[config.mk]
export PLATFORM = sky130hd
export DESIGN_NAME = ones_comp_serial_sub
export DESIGN_NICKNAME = d
export VERILOG_FILES = /design/src/rtl/ones_comp_pkg.sv /design/src/rtl/full_adder.sv /design/src/rtl/ones_comp_serial_sub.sv
export SDC_FILE = /design/constraint.sdc
export NUM_CORES = 1
export LEC_CHECK = 0
export ABC_AREA = 0
export CAP_MARGIN = 5
export CORE_UTILIZATION = 47
export CTS_CLUSTER_SIZE = 14
export DETAILED_ROUTE_END_ITERATION = 8
export GPL_ROUTABILITY_DRIVEN = 0
export PLACE_DENSITY_LB_ADDON = 0.2
export SLEW_MARGIN = 20
export SYNTH_ARGS = -nofsm -noshare
export SYNTH_HDL_FRONTEND = slang
export SYNTH_SLANG_ARGS = --single-unit
[constraint.sdc]
create_clock -name clk -period 2.5 [get_ports clk]
set_clock_uncertainty 0.2 [all_clocks]
set_input_delay 0.625 -clock clk [delete_from_list [all_inputs] [get_ports clk]]
set_output_delay 0.625 -clock clk [all_outputs]
set_load 0.05 [all_outputs]
[src/rtl/ones_comp_pkg.sv]
// Shared definitions for the bit-serial ones' complement add/subtract sequencer.
// The state encoding and default width are common to the datapath and its bench.
package ones_comp_pkg;

    localparam int unsigned DEFAULT_WIDTH = 4;

    typedef enum logic [1:0] {
        IDLE  = 2'd0,
        PASS1 = 2'd1,
        PASS2 = 2'd2,
        DONE  = 2'd3
    } state_t;

endpackage

[src/rtl/full_adder.sv]
// Single-bit full adder, time-multiplexed by the serial sequencer.
module full_adder (
    input  logic Bit1,
    input  logic Bit2,
    input  logic Cin,
    output logic Y,
    output logic Cout
);

    assign Y    = Bit1 ^ Bit2 ^ Cin;
    assign Cout = (Bit1 & Bit2) | (Cin & (Bit1 ^ Bit2));

endmodule

[src/rtl/ones_comp_serial_sub.sv]
// Bit-serial ones' complement add/subtract: pass 1 forms A + B (or A + ~B),
// pass 2 folds the end-around carry back in, both through one full adder.
module ones_comp_serial_sub
    import ones_comp_pkg::*;
#(
    parameter int unsigned WIDTH = DEFAULT_WIDTH
) (
    input  logic             clk,
    input  logic             reset,
    input  logic             start,
    input  logic             sub,
    input  logic [WIDTH-1:0] NumA,
    input  logic [WIDTH-1:0] NumB,
    output logic             busy,
    output logic             done,
    output logic [WIDTH-1:0] Comp,
    output logic             neg,
    output logic             zero,
    output logic             ovf
);

    localparam int unsigned  IW   = $clog2(WIDTH);
    localparam logic [IW-1:0] LAST = IW'(WIDTH - 1);

    state_t           r_state;
    state_t           w_next;
    logic [WIDTH-1:0] r_a;
    logic [WIDTH-1:0] r_b;
    logic [WIDTH-1:0] r_sum;
    logic [WIDTH-1:0] r_comp;
    logic [IW-1:0]    r_idx;
    logic             r_carry;
    logic             r_eac;
    logic             r_busy;
    logic             r_done;
    logic             r_neg;
    logic             r_zero;
    logic             r_ovf;

    logic             w_last;
    logic             w_bit1;
    logic             w_bit2;
    logic             w_cin;
    logic             w_y;
    logic             w_cout;
    logic [WIDTH-1:0] w_comp_next;

    full_adder u_fa (
        .Bit1 (w_bit1),
        .Bit2 (w_bit2),
        .Cin  (w_cin),
        .Y    (w_y),
        .Cout (w_cout)
    );

    always_comb begin
        w_next = r_state;
        w_last = (r_idx == LAST);
        unique case (r_state)
            IDLE:  if (start)  w_next = PASS1;
            PASS1: if (w_last) w_next = PASS2;
            PASS2: if (w_last) w_next = DONE;
            DONE:              w_next = IDLE;
            default:           w_next = IDLE;
        endcase
    end

    // Operands rotate rather than shift so their MSBs are intact for ovf at the end.
    always_comb begin
        w_bit1 = r_sum[0];
        w_bit2 = 1'b0;
        w_cin  = r_carry;
        if (r_state == PASS1) begin
            w_bit1 = r_a[0];
            w_bit2 = r_b[0];
        end else if (r_state == PASS2 && r_idx == '0) begin
            w_cin = r_eac;
        end
        w_comp_next = {w_y, r_comp[WIDTH-1:1]};
    end

    always_ff @(posedge clk) begin
        if (reset) begin
            r_state <= IDLE;
            r_a     <= '0;
            r_b     <= '0;
            r_sum   <= '0;
            r_comp  <= '0;
            r_idx   <= '0;
            r_carry <= 1'b0;
            r_eac   <= 1'b0;
            r_busy  <= 1'b0;
            r_done  <= 1'b0;
            r_neg   <= 1'b0;
            r_zero  <= 1'b0;
            r_ovf   <= 1'b0;
        end else begin
            r_state <= w_next;
            r_done  <= 1'b0;
            unique case (r_state)
                IDLE: begin
                    if (start) begin
                        r_a     <= NumA;
                        r_b     <= sub ? ~NumB : NumB;
                        r_idx   <= '0;
                        r_carry <= 1'b0;
                        r_busy  <= 1'b1;
                    end
                end
                PASS1: begin
                    r_a     <= {r_a[0], r_a[WIDTH-1:1]};
                    r_b     <= {r_b[0], r_b[WIDTH-1:1]};
                    r_sum   <= {w_y, r_sum[WIDTH-1:1]};
                    r_carry <= w_cout;
                    r_idx   <= w_last ? '0 : r_idx + IW'(1);
                    if (w_last) r_eac <= w_cout;
                end
                PASS2: begin
                    r_sum   <= {r_sum[0], r_sum[WIDTH-1:1]};
                    r_comp  <= w_comp_next;
                    r_carry <= w_cout;
                    r_idx   <= w_last ? '0 : r_idx + IW'(1);
                    if (w_last) begin
                        r_done <= 1'b1;
                        r_neg  <= w_comp_next[WIDTH-1];
                        r_zero <= (w_comp_next == '0) || (w_comp_next == '1);
                        r_ovf  <= (r_a[WIDTH-1] == r_b[WIDTH-1]) &&
                                  (w_comp_next[WIDTH-1] != r_a[WIDTH-1]);
                    end
                end
                DONE: begin
                    r_busy <= 1'b0;
                end
                default: ;
            endcase
        end
    end

    assign busy = r_busy;
    assign done = r_done;
    assign Comp = r_comp;
    assign neg  = r_neg;
    assign zero = r_zero;
    assign ovf  = r_ovf;

endmodule
# [Word level (Yosys, flattened, before mapping)]
# Index checks and enable logic that the tools add are counted.
[totals] register_bits=27 latch_bits=0 mem_bits_rw=0 romBits=0 input_bits=12 output_inout_bits=9 word_cells=71 mem_count=0
[classes] addsub=1 multipliers=0 div=0 order_cmp=0 n_eq_ne=10 shift=0 muxes=22 n_bitwise=7 reduce_logical=18
[op_table] op="4-bit one-hot mux with 2 select lines" count=3
[op_table] op="4-bit two-way mux" count=3
[op_table] op="2-bit two-way mux" count=5
[op_table] op="2-bit AND reduction" count=5
[op_table] op="2-bit one-hot mux with 4 select lines" count=1
[op_table] op="2-bit nonzero test" count=4
[op_table] op="1-bit two-way mux" count=7
[op_table] op="2-bit equality test, second input constant" count=3
[op_table] op="2-bit inequality test, second input constant" count=3
[op_table] op="4-bit equality test, second input constant" count=1
[op_table] op="2-bit logical NOT" count=2
[op_table] op="4-bit logical NOT" count=1
[op_table] op="4-bit inverter" count=1
[op_table] op="1-bit one-hot mux with 2 select lines" count=2
[op_table] op="2-bit one-hot mux with 2 select lines" count=1
[op_table] op="2-bit OR reduction" count=2
[op_table] op="3-bit AND reduction" count=1
[op_table] op="2-bit by 1-bit adder with 2-bit output, second input constant" count=1
[op_table] op="1-bit AND" count=2
[op_table] op="2-bit by 1-bit equality test with 1-bit output, second input constant" count=1
[op_table] op="1-bit logical AND" count=2
[op_table] op="1-bit XOR" count=2
[op_table] op="1-bit equality test" count=1
[op_table] op="1-bit logical OR" count=1
[op_table] op="other kinds (3)" count=3

# [Logic depth before layout (Yosys ltp)]
# Gate-level depths: netlist of run 1.
[logic_depth] depth_word=7 ltp_mapped=10 mapped_depth_nobuf=8

# [By module]
# A second synthesis of run 1 with hierarchy kept.
[hier_totals] cells_unflattened=144 area_unflattened_um2=1360.1
[by_module_without_submodules] module="ones_comp_serial_sub" instances=1 cells_per_inst=143 area_each_um2=1340.0 seq_area_each_um2=540.5
[by_module_without_submodules] module="full_adder" instances=1 cells_per_inst=1 area_each_um2=20.0 seq_area_each_um2=0.0

# [Least setup slack after synthesis of run 1]
# Ideal clock, no wire load.
[synth_timing] path_type="reg2reg" startpoint="register r_state[1]" endpoint="register r_zero, in the netlist zero" setup_time_ps=74 t_arrival_ps=2336 required_ps=2226 path_slack_ps=-110 stages_incl_launch_ff=10 path_buffers=2 cell_sequence="dfxtp_1 inv_1 ha_1 buf_6 buf_2 nand3b_1 mux2i_1 fa_1 or4b_1 a31oi_1"
[synth_between] elab_chain_cells=7
[synth_lines] element="start: declaration" line_no="ones_comp_serial_sub.sv:25" rtl="state_t r_state;"
[synth_lines] element="start signal: assignment" line_no="ones_comp_serial_sub.sv:98" rtl="r_state <= w_next;"
[synth_lines] element="2-bit equality test" line_no="ones_comp_serial_sub.sv:76, ones_comp_serial_sub.sv:100"
[synth_lines] element="1-bit logical AND" line_no="ones_comp_serial_sub.sv:76" rtl="end else if (r_state == PASS2 && r_idx == '0) begin"
[synth_lines] element="1-bit two-way mux" line_no="ones_comp_serial_sub.sv:76"
[synth_lines] element="1-bit two-way mux" line_no="ones_comp_serial_sub.sv:73" rtl="if (r_state == PASS1) begin"
[synth_lines] element="1-bit XOR" line_no="full_adder.sv:10" rtl="assign Y = Bit1 ^ Bit2 ^ Cin;"
[synth_lines] element="4-bit equality test / 4-bit logical NOT (equally long branches)" line_no="ones_comp_serial_sub.sv:126" rtl="r_zero <= (w_comp_next == '0) || (w_comp_next == '1);"
[synth_lines] element="1-bit logical OR" line_no="ones_comp_serial_sub.sv:126"
[synth_lines] element="end signal: assignment" line_no="ones_comp_serial_sub.sv:126"
[synth_lines] element="end: declaration" line_no="ones_comp_serial_sub.sv:37" rtl="logic r_zero;"
# Several ways; a longest one is shown, not always the timed one.
# A chain may end at the register's enable or synchronous reset.

# [Worst setup path in the final report of run 1]
[layout_timing] startpoint="register r_comp[1], in the netlist Comp[1]" endpoint="output port Comp[1]"
[layout_lines] element="start: declaration" line_no="ones_comp_serial_sub.sv:30" rtl="logic [WIDTH-1:0] r_comp;"
[layout_lines] element="start signal: assignment" line_no="ones_comp_serial_sub.sv:120" rtl="r_comp <= w_comp_next;"
[layout_lines] element="end: declaration" line_no="ones_comp_serial_sub.sv:16" rtl="output logic [WIDTH-1:0] Comp,"
# No word-level cell between the ends.

==> results.md, run 1 <==
Hold path:
- In this run the worst hold path is classified as flop to flop.

Global routing:
- The overall global routing resource usage is 0.1677.
- Entering global routing, the biggest net connects 22 pins.
- The initial antenna violation count is 0.
- Global routing finished with a remaining overflow of 0.
- The wire length of the first global-routing pass is between 4000 and 5000 um.
- The number of global-route vias before repair is 942.

Drt:
- In the routed design, unresolved DRC markers number 0.
- The wire length after detailed routing is 2463 um.
- The first detailed-routing pass ran for 4 iterations.
- The first-iteration detailed-routing DRC count is 67.
- The total number of vias is around 1000.
- The via-per-instance ratio is 5.251.
- The final antenna-violating net count is 0.
- The average wire per standard cell is approximately 13 um.

Finish:
- The leading cell type in the layout, fill and taps excluded is dfxtp_1.
- The fraction of layout cells with a size suffix above 1 is 0.1313.
- For this run, the post-layout net count is 181.
- The top cell types in the final layout, fill and taps aside, are 25 x dfxtp_1, 20 x clkdlybuf4s50_1, 19 x nor2_1.
- The antenna diode count is 0.
- Relative to the synthesized area, the layout overhead comes to 19.93%.
- The final instance count without filler cells is ~190.

Yosys:
- The number of instances in the synthesized netlist is 140.
- The count of warnings emitted by yosys is 0.
- The post-synth design cell area is approximately 1400 um2.
- Counting distinct cell types in the post-synthesis netlist gives 34.
- The sequential-to-total area share from yosys stat is 0.4004.
- The synthesized net count is 160.
- Averaged over all synthesized cells, the footprint is a little under 10 um2.
- Synthesis inferred 27 register bits.

Power and ir drop:
- The share of power burned in combinational logic is 0.487.
- The cell leakage power is 0.6065 nW.
- Cell internal power was estimated by the tool at 923.4 uW.
- The power consumption is 1.558 mW.
- The worst-case IR drop observed on VDD is around 0.00063 V.
- Of the total power, the clock network draws 0.126.
- The share of total power in sequential cells is 0.387.
- The fraction of power spent switching nets is 0.4073.
- Dividing total power by cell area gives a power density of 962.2 nW/um2.
- The total net switching power is between 600 and 700 uW.

Die:
- The height of the chip is 55.60 um.
- Pin placement for this block handled 21 I/O pins.
- The starting density of the core is 0.4938.
- The floorplan step defined a die boundary enclosing approximately 3100 um2.
- The total core area is 2734 um2.
- The number of placement rows is 19.
- Measured along the x axis, the die boundary spans 55.60 um.

Timing:
- The count of final max-slew check failures is 0.
- Setup repair after global routing left no endpoint under its margin.
- The shortest clock period the worst path allows after layout is 2410 ps.
- The post-route worst setup slack is 89.95 ps.
- The setup violation total in the final timing report is 0.
- Timing would allow up to 414.9 MHz.
- The hold violation count in the final report is 0.
- The post-route fraction of the period consumed by the critical path is 0.9640.
- The relative max-transition margin is 0.6688.
- For the pin with the worst max-slew slack, the measured transition is 495.2 ps.

Placement:
- Once detailed placement completed, the half-perimeter wirelength came to 1804 um.
- The post-placement worst setup slack is 17.66 ps.
- In this run the tool buffered the top-level ports with 20 buffer cells.
- In this run, placement finished with an instance count of between 150 and 200.

Clocking:
- CTS built an H-tree with a depth of 1.
- TritonCTS created 3 clock buffers.
- The CTS tree is yes.
- Clock tree synthesis selected as its root buffer the cell clkbuf_4.
- The maximum number of buffers from clock root to sink is 2.
- The worst-skew pair later-pin latency is 330 ps.
- The clock-pin slew reported for the worst setup and hold paths after clock tree synthesis is 160 ps.
- The TritonCTS sink count is 27.

Critical path:
- The worst endpoint required time is 1670 ps.
- Of all nets on the critical path, the largest fanout is 5.
- The data arrival time of the worst path is 1590 ps.
- Broken down by cell family, the worst path's largest delay share belongs to buffers and inverters.
- The total buffers and inverters traversed by the critical path is 1.
- The critical path is of the flop to output pin type.
- In this design, the stage delay of the slowest critical-path cell is approximately 830 ps.
- The slowest stage of the critical path is the clkdlybuf4s50_1 cell.
- The capturing element type of the critical path is an output pin.
- The signal on the critical path passes through clkdlybuf4s50_1.
- The kind of start point of the critical path is a flop.

Run status:
- The flow ran to the end, and the final reports show no timing, DRC or antenna violations.

Run:
- The max-capacitance violation count is 0.
-- metrics by stage --
| stage | hold WS (ps) | setup TNS [ps] | area (um2) | util |
|---|---|---|---|---|
| 5_1_grt | 276.6 | 0 | 1619 | 0.5922 |
| 3_5_place_dp | 242.2 | 0 | 1575 | 0.5762 |
| 3_3_place_gp | 234.6 | 0 | 1575 | 0.5762 |
| 4_1_cts | 261.2 | 0 | 1608 | 0.5881 |
| 6_report | 258.9 | 0 | 1619 | 0.5922 |
| 2_1_floorplan | 223.3 | -1.109 | 1370 | - |
-- power groups by stage --
stage	Combinational [mW]	Clock [mW]	Sequential (mW)
floorplan	0.597	0	0.634
global placement	0.727	0	0.608
detailed placement	0.753	0	0.613
CTS	0.757	0.199	0.603
global route	0.836	0.216	0.617
finish	0.759	0.196	0.603
-- Yosys cell counts --
cell | count | area [um2]
or4b_1 | 1 | 10.01
nor3b_1 | 1 | 7.510
nand3b_1 | 1 | 7.510
clkinv_1 | 1 | 3.750
or3_1 | 1 | 6.260
nor2b_1 | 1 | 6.260
nor2_1 | 19 | 71.32
buf_2 | 4 | 20.02
a211oi_2 | 4 | 50.05
o2111ai_1 | 3 | 26.28
nand2_1 | 5 | 18.77
mux2i_1 | 13 | 130.1
nor4_2 | 1 | 12.51
a211oi_1 | 3 | 22.52
inv_1 | 6 | 22.52
nor3_1 | 1 | 5.000
buf_1 | 2 | 7.510
o21ai_1 | 7 | 35.03
o21bai_2 | 1 | 11.26
a32oi_1 | 3 | 26.28
xor2_1 | 4 | 35.03
nand3_1 | 2 | 10.01
fa_1 | 1 | 20.02
ha_1 | 7 | 87.58
nand2b_1 | 5 | 31.28
buf_6 | 2 | 22.52
a41o_1 | 1 | 10.01
a311oi_1 | 2 | 17.52
dfxtp_1 | 27 | 540.5
a21oi_1 | 4 | 20.02
nand4b_1 | 1 | 8.760
mux2_4 | 1 | 15.01
and2_1 | 3 | 18.77
a31oi_1 | 2 | 12.51
-- final timing paths --
check / end / slack [ps] / from / cells after the start
setup / recovery: Comp[1] / 90 / Comp[1] / 1
hold / removal: r_b[1] / 260 / r_b[1] / 2
setup reg to reg: zero / 140 / r_state[1] / 7
hold reg to reg: r_b[1] / 260 / r_b[1] / 2
-- worst min-delay path, cell delays in order (launching register included) --
cell and delay [ps]:
dfxtp_1 340, nand2_1 50, o21ai_1 50
-- per-layer routing --
layer  wire length [um]  global-route usage  part of all wire
met1               1243              0.2151              0.50
met2               1144              0.2857              0.46
met3                 58             0.02326             0.024
met4                 17             0.06429            0.0069
met5                  0                   0                 0
-- sequential cells by signal, indices dropped and copies added (netlist names) --
signal and cells:
Comp 4, r_a 4, r_b 4, r_sum 4, r_idx 2, r_state 2
busy 1, done 1, neg 1, ovf 1, r_carry 1, r_eac 1
zero 1
-- layout make-up --
type | count | area (um2)
timing repair buffer | 24 | 230.2
tap | 31 | 38.79
sequential | 27 | 543.0
clock buffer | 3 | 22.52
clock inverter | 1 | 7.507
multi-input combinational | 98 | 750.7
fill | 242 | 1115
inverter | 7 | 26.28
-- what timing repair did --
item	CTS	global route
hold buffers	0	0
endpoints found under the setup margin	1	2
pin swaps	0	1
cloned	0	0
endpoints found under the hold margin	0	0
buffers inserted	0	1
resized for setup	1	2
-- logic make-up (layout without fill, tap and decap cells) --
| logic type | after synthesis | in the layout | share of synthesized area |
|---|---|---|---|
| xor gates and xnor gates | 4 | 4 | 0.02595 |
| AOI/OAI and AO/OA | 30 | 30 | 0.1715 |
| adders and majority gates | 8 | 8 | 0.07970 |
| and+or+nand+nor | 42 | 42 | 0.1585 |
| muxes | 14 | 14 | 0.1075 |
| DFF | 27 | 27 | 0.4004 |
| buffers and inverters | 15 | 35 | 0.05653 |
Note: power is estimated with default switching activity, not from simulation.
==> inputs of run 2 (changes only) <==
CELL_PAD_IN_SITES_DETAIL_PLACEMENT = 0   (was default)
CELL_PAD_IN_SITES_GLOBAL_PLACEMENT = 1   (was default)
CORE_UTILIZATION = 36   (was 47)
==> results.md, run 2 (synthesized netlist as in run 1, its figures left out) <==
Drt:
- The first-iteration detailed-routing DRC count is 32 (was 67).
- The average wire per standard cell was 12.75 um (was 12.90 um).
- The via-per-instance ratio was 5.058 (was 5.251).
- The final antenna-violating net count was 0 (unchanged).
- The wire length after detailed routing was 2627 um (was 2463 um).
- The final routed DRC violation total is 0 (unchanged).
- The length of the first detailed-routing pass in iterations is 4 (unchanged).
- The total number of vias is 1042 (was 1003).

Critical path:
- The delay contributed by the slowest stage of the critical path is 830 ps (about the same).
- The highest fanout seen on the critical path is 5 (unchanged).
- The origin of the critical flop-to-flop path is r_state[1] (unchanged).
- The worst endpoint required time is 1670 ps (about the same).
- The setup slack of the most critical reg-to-reg path was 170 ps (was 140 ps).
- The cell class contributing the biggest share of worst-path delay is buffers and inverters (unchanged).
- The start-to-end type of the worst setup path is flop to output pin (unchanged).
- The total buffers and inverters traversed by the critical path was 1 (unchanged).
- Sequence of cells on the critical path: clkdlybuf4s50_1 (unchanged).
- The slowest cell on the critical path is clkdlybuf4s50_1 (unchanged).
- The critical path launch point is Comp[2] (was Comp[1]).
- The data arrival time of the worst path is 1520 ps (was 1590 ps).
- The capturing element type of the critical path is an output pin (unchanged).
- The kind of start point of the critical path is a flop (unchanged).

Finish:
- The final core utilization came to 0.4751 (was 0.5922).
- The footprint of the multi-input gates is 745.7 um2 (was 750.7 um2).
- The signed area change from the synthesized netlist to the final layout was 22.06% (was 19.93%).
- The total non-filler cell area in the finished layout is 1648 um2 (was 1619 um2).
- The fraction of layout cells with a size suffix above 1 is 0.1125 (was 0.1313).
- Highest-count cells in the layout ignoring fill and taps: 25 x dfxtp_1, 20 x clkdlybuf4s50_1, 19 x nor2_1 (unchanged).
- The final instance count without filler cells is 206 (was 191).
- The post-layout net count is 181 (unchanged).
- The number of fill cells is 346 (was 242).
- The footprint of the flip-flops and latches is 543.0 um2 (unchanged).
- The antenna diode count is 0 (unchanged).
- The leading cell type in the layout, fill and taps excluded is dfxtp_1 (unchanged).

Timing:
- The setup violation total in the final timing report came to 0 (unchanged).
- The final hold slack came to 252.4 ps (was 258.9 ps).
- The hold violation count in the final report is 0 (unchanged).
- The post-route worst setup slack is 151.1 ps (was 89.95 ps).
- The top achievable clock speed was 425.7 MHz (was 414.9 MHz).
- The shortest clock period the worst path allows after layout came to 2349 ps (was 2410 ps).
- The count of final max-slew check failures came to 0 (unchanged).
- The relative max-transition margin is 0.6684 (was 0.6688).
- The post-route fraction of the period consumed by the critical path came to 0.9395 (was 0.9640).
- RSZ-0062 raised after global routing: false (unchanged).
- The total negative slack for setup checks is 0 ps (unchanged).
- The worst-margin pin slew is 495.9 ps (was 495.2 ps).

Global routing:
- The overall global routing resource usage is 0.1409 (was 0.1677).
- The wire length of the first global-routing pass is 4491 um (was 4160 um).
- The number of global-route vias before repair is 1004 (was 942).
- The remaining global-route overflow is 0 (unchanged).
- The initial antenna violation count was 0 (unchanged).
- The maximum number of pins on one net before global-route repair was 22 (unchanged).

Clocking:
- The maximum number of buffers from clock root to sink is 2 (unchanged).
- The CTS buffer count is 3 (unchanged).
- The cts-stage hold buffer count was 0 (unchanged).
- The number of H-tree levels was 1 (unchanged).
- The TritonCTS sink count was 27 (unchanged).
- The root buffer selected by CTS was clkbuf_8 (was clkbuf_4).
- The clock-pin slew reported for the worst setup and hold paths after clock tree synthesis came to 90 ps (was 160 ps).
- The CTS tree is yes (unchanged).
- The number of buffers inserted to repair setup after CTS is 0 (unchanged).
- The number of gates given a new drive strength after cts came to 0 (was 1).
- The worst-skew pair later-pin latency was 270 ps (was 330 ps).

Power and ir drop:
- The share of total power in sequential cells is 0.378 (was 0.387).
- The clock share of power is 0.152 (was 0.126).
- The power per cell area is 975.1 nW/um2 (was 962.2 nW/um2).
- The design internal power is 974.2 uW (was 923.4 uW).
- The total net switching power is 632.5 uW (was 634.5 uW).
- The power consumption is 1.607 mW (was 1.558 mW).
- The share of power burned in combinational logic was 0.471 (was 0.487).
- The fraction of power spent switching nets was 0.3937 (was 0.4073).
- The worst ir drop on vdd is 0.0003931 V (was 0.0006299 V).
- The cell leakage power is 0.6158 nW (was 0.6065 nW).

Placement:
- The post-DP HPWL is 1910 um (was 1804 um).
- The number of buffers inserted by port buffering is 20 (unchanged).
- The total placed instance area is 1602 um2 (was 1575 um2).
- The cell count after placement came to 202 (was 186).
- The post-placement worst setup slack is 148.1 ps (was 17.66 ps).

Run status:
- Result of the run: finished, final reports clean (unchanged).

Run:
- The max-capacitance violation count is 0 (unchanged).

Die:
- The die outline area is 3999 um2 (was 3091 um2).
- The total core area is 3468 um2 (was 2734 um2).
- The starting density of the core is 0.3892 (was 0.4938).
- The height of the chip is 63.24 um (was 55.60 um).
- The horizontal die dimension is 63.24 um (was 55.60 um).
- The number of placement rows is 21 (was 19).
- The number of ports placed on the die boundary is 21 (unchanged).

Hold path:
- The class of the tightest hold or removal check was flop to flop (unchanged).
- The source of the worst hold timing path is r_b[1] (unchanged).
## run 2: power groups by stage
stage	logic (mW)	clock network, mW	registers, mW
after floorplan	0.597	0	0.634
after global placement	0.742	0	0.610
after detailed placement	0.761	0	0.616
after CTS	0.764	0.258	0.605
after global routing	0.830	0.271	0.623
final	0.756	0.244	0.607
## run 2: path summary, 6_finish.rpt
| kind | cells after the start | to |
|---|---|---|
| setup / recovery | 1 | Comp[2] |
| hold / removal | 2 | r_b[1] |
| hold reg to reg | 2 | r_b[1] |
| setup reg to reg | 7 | zero |
## run 2: metal layers
layer  up-vias  global-route usage  share of wire
met5         -                   0              0
met4         0             0.02557         0.0046
met3         2             0.03804          0.030
met2        14              0.2581           0.48
met1       488              0.1635           0.48
li1        538                   -              -
## run 2: area by class of cell
type	instances	share of cell area
tap	46	0.03493
timing repair buffer	24	0.1397
multi-input combinational	98	0.4525
clock buffer	4	0.02733
sequential	27	0.3295
inverter	7	0.01595
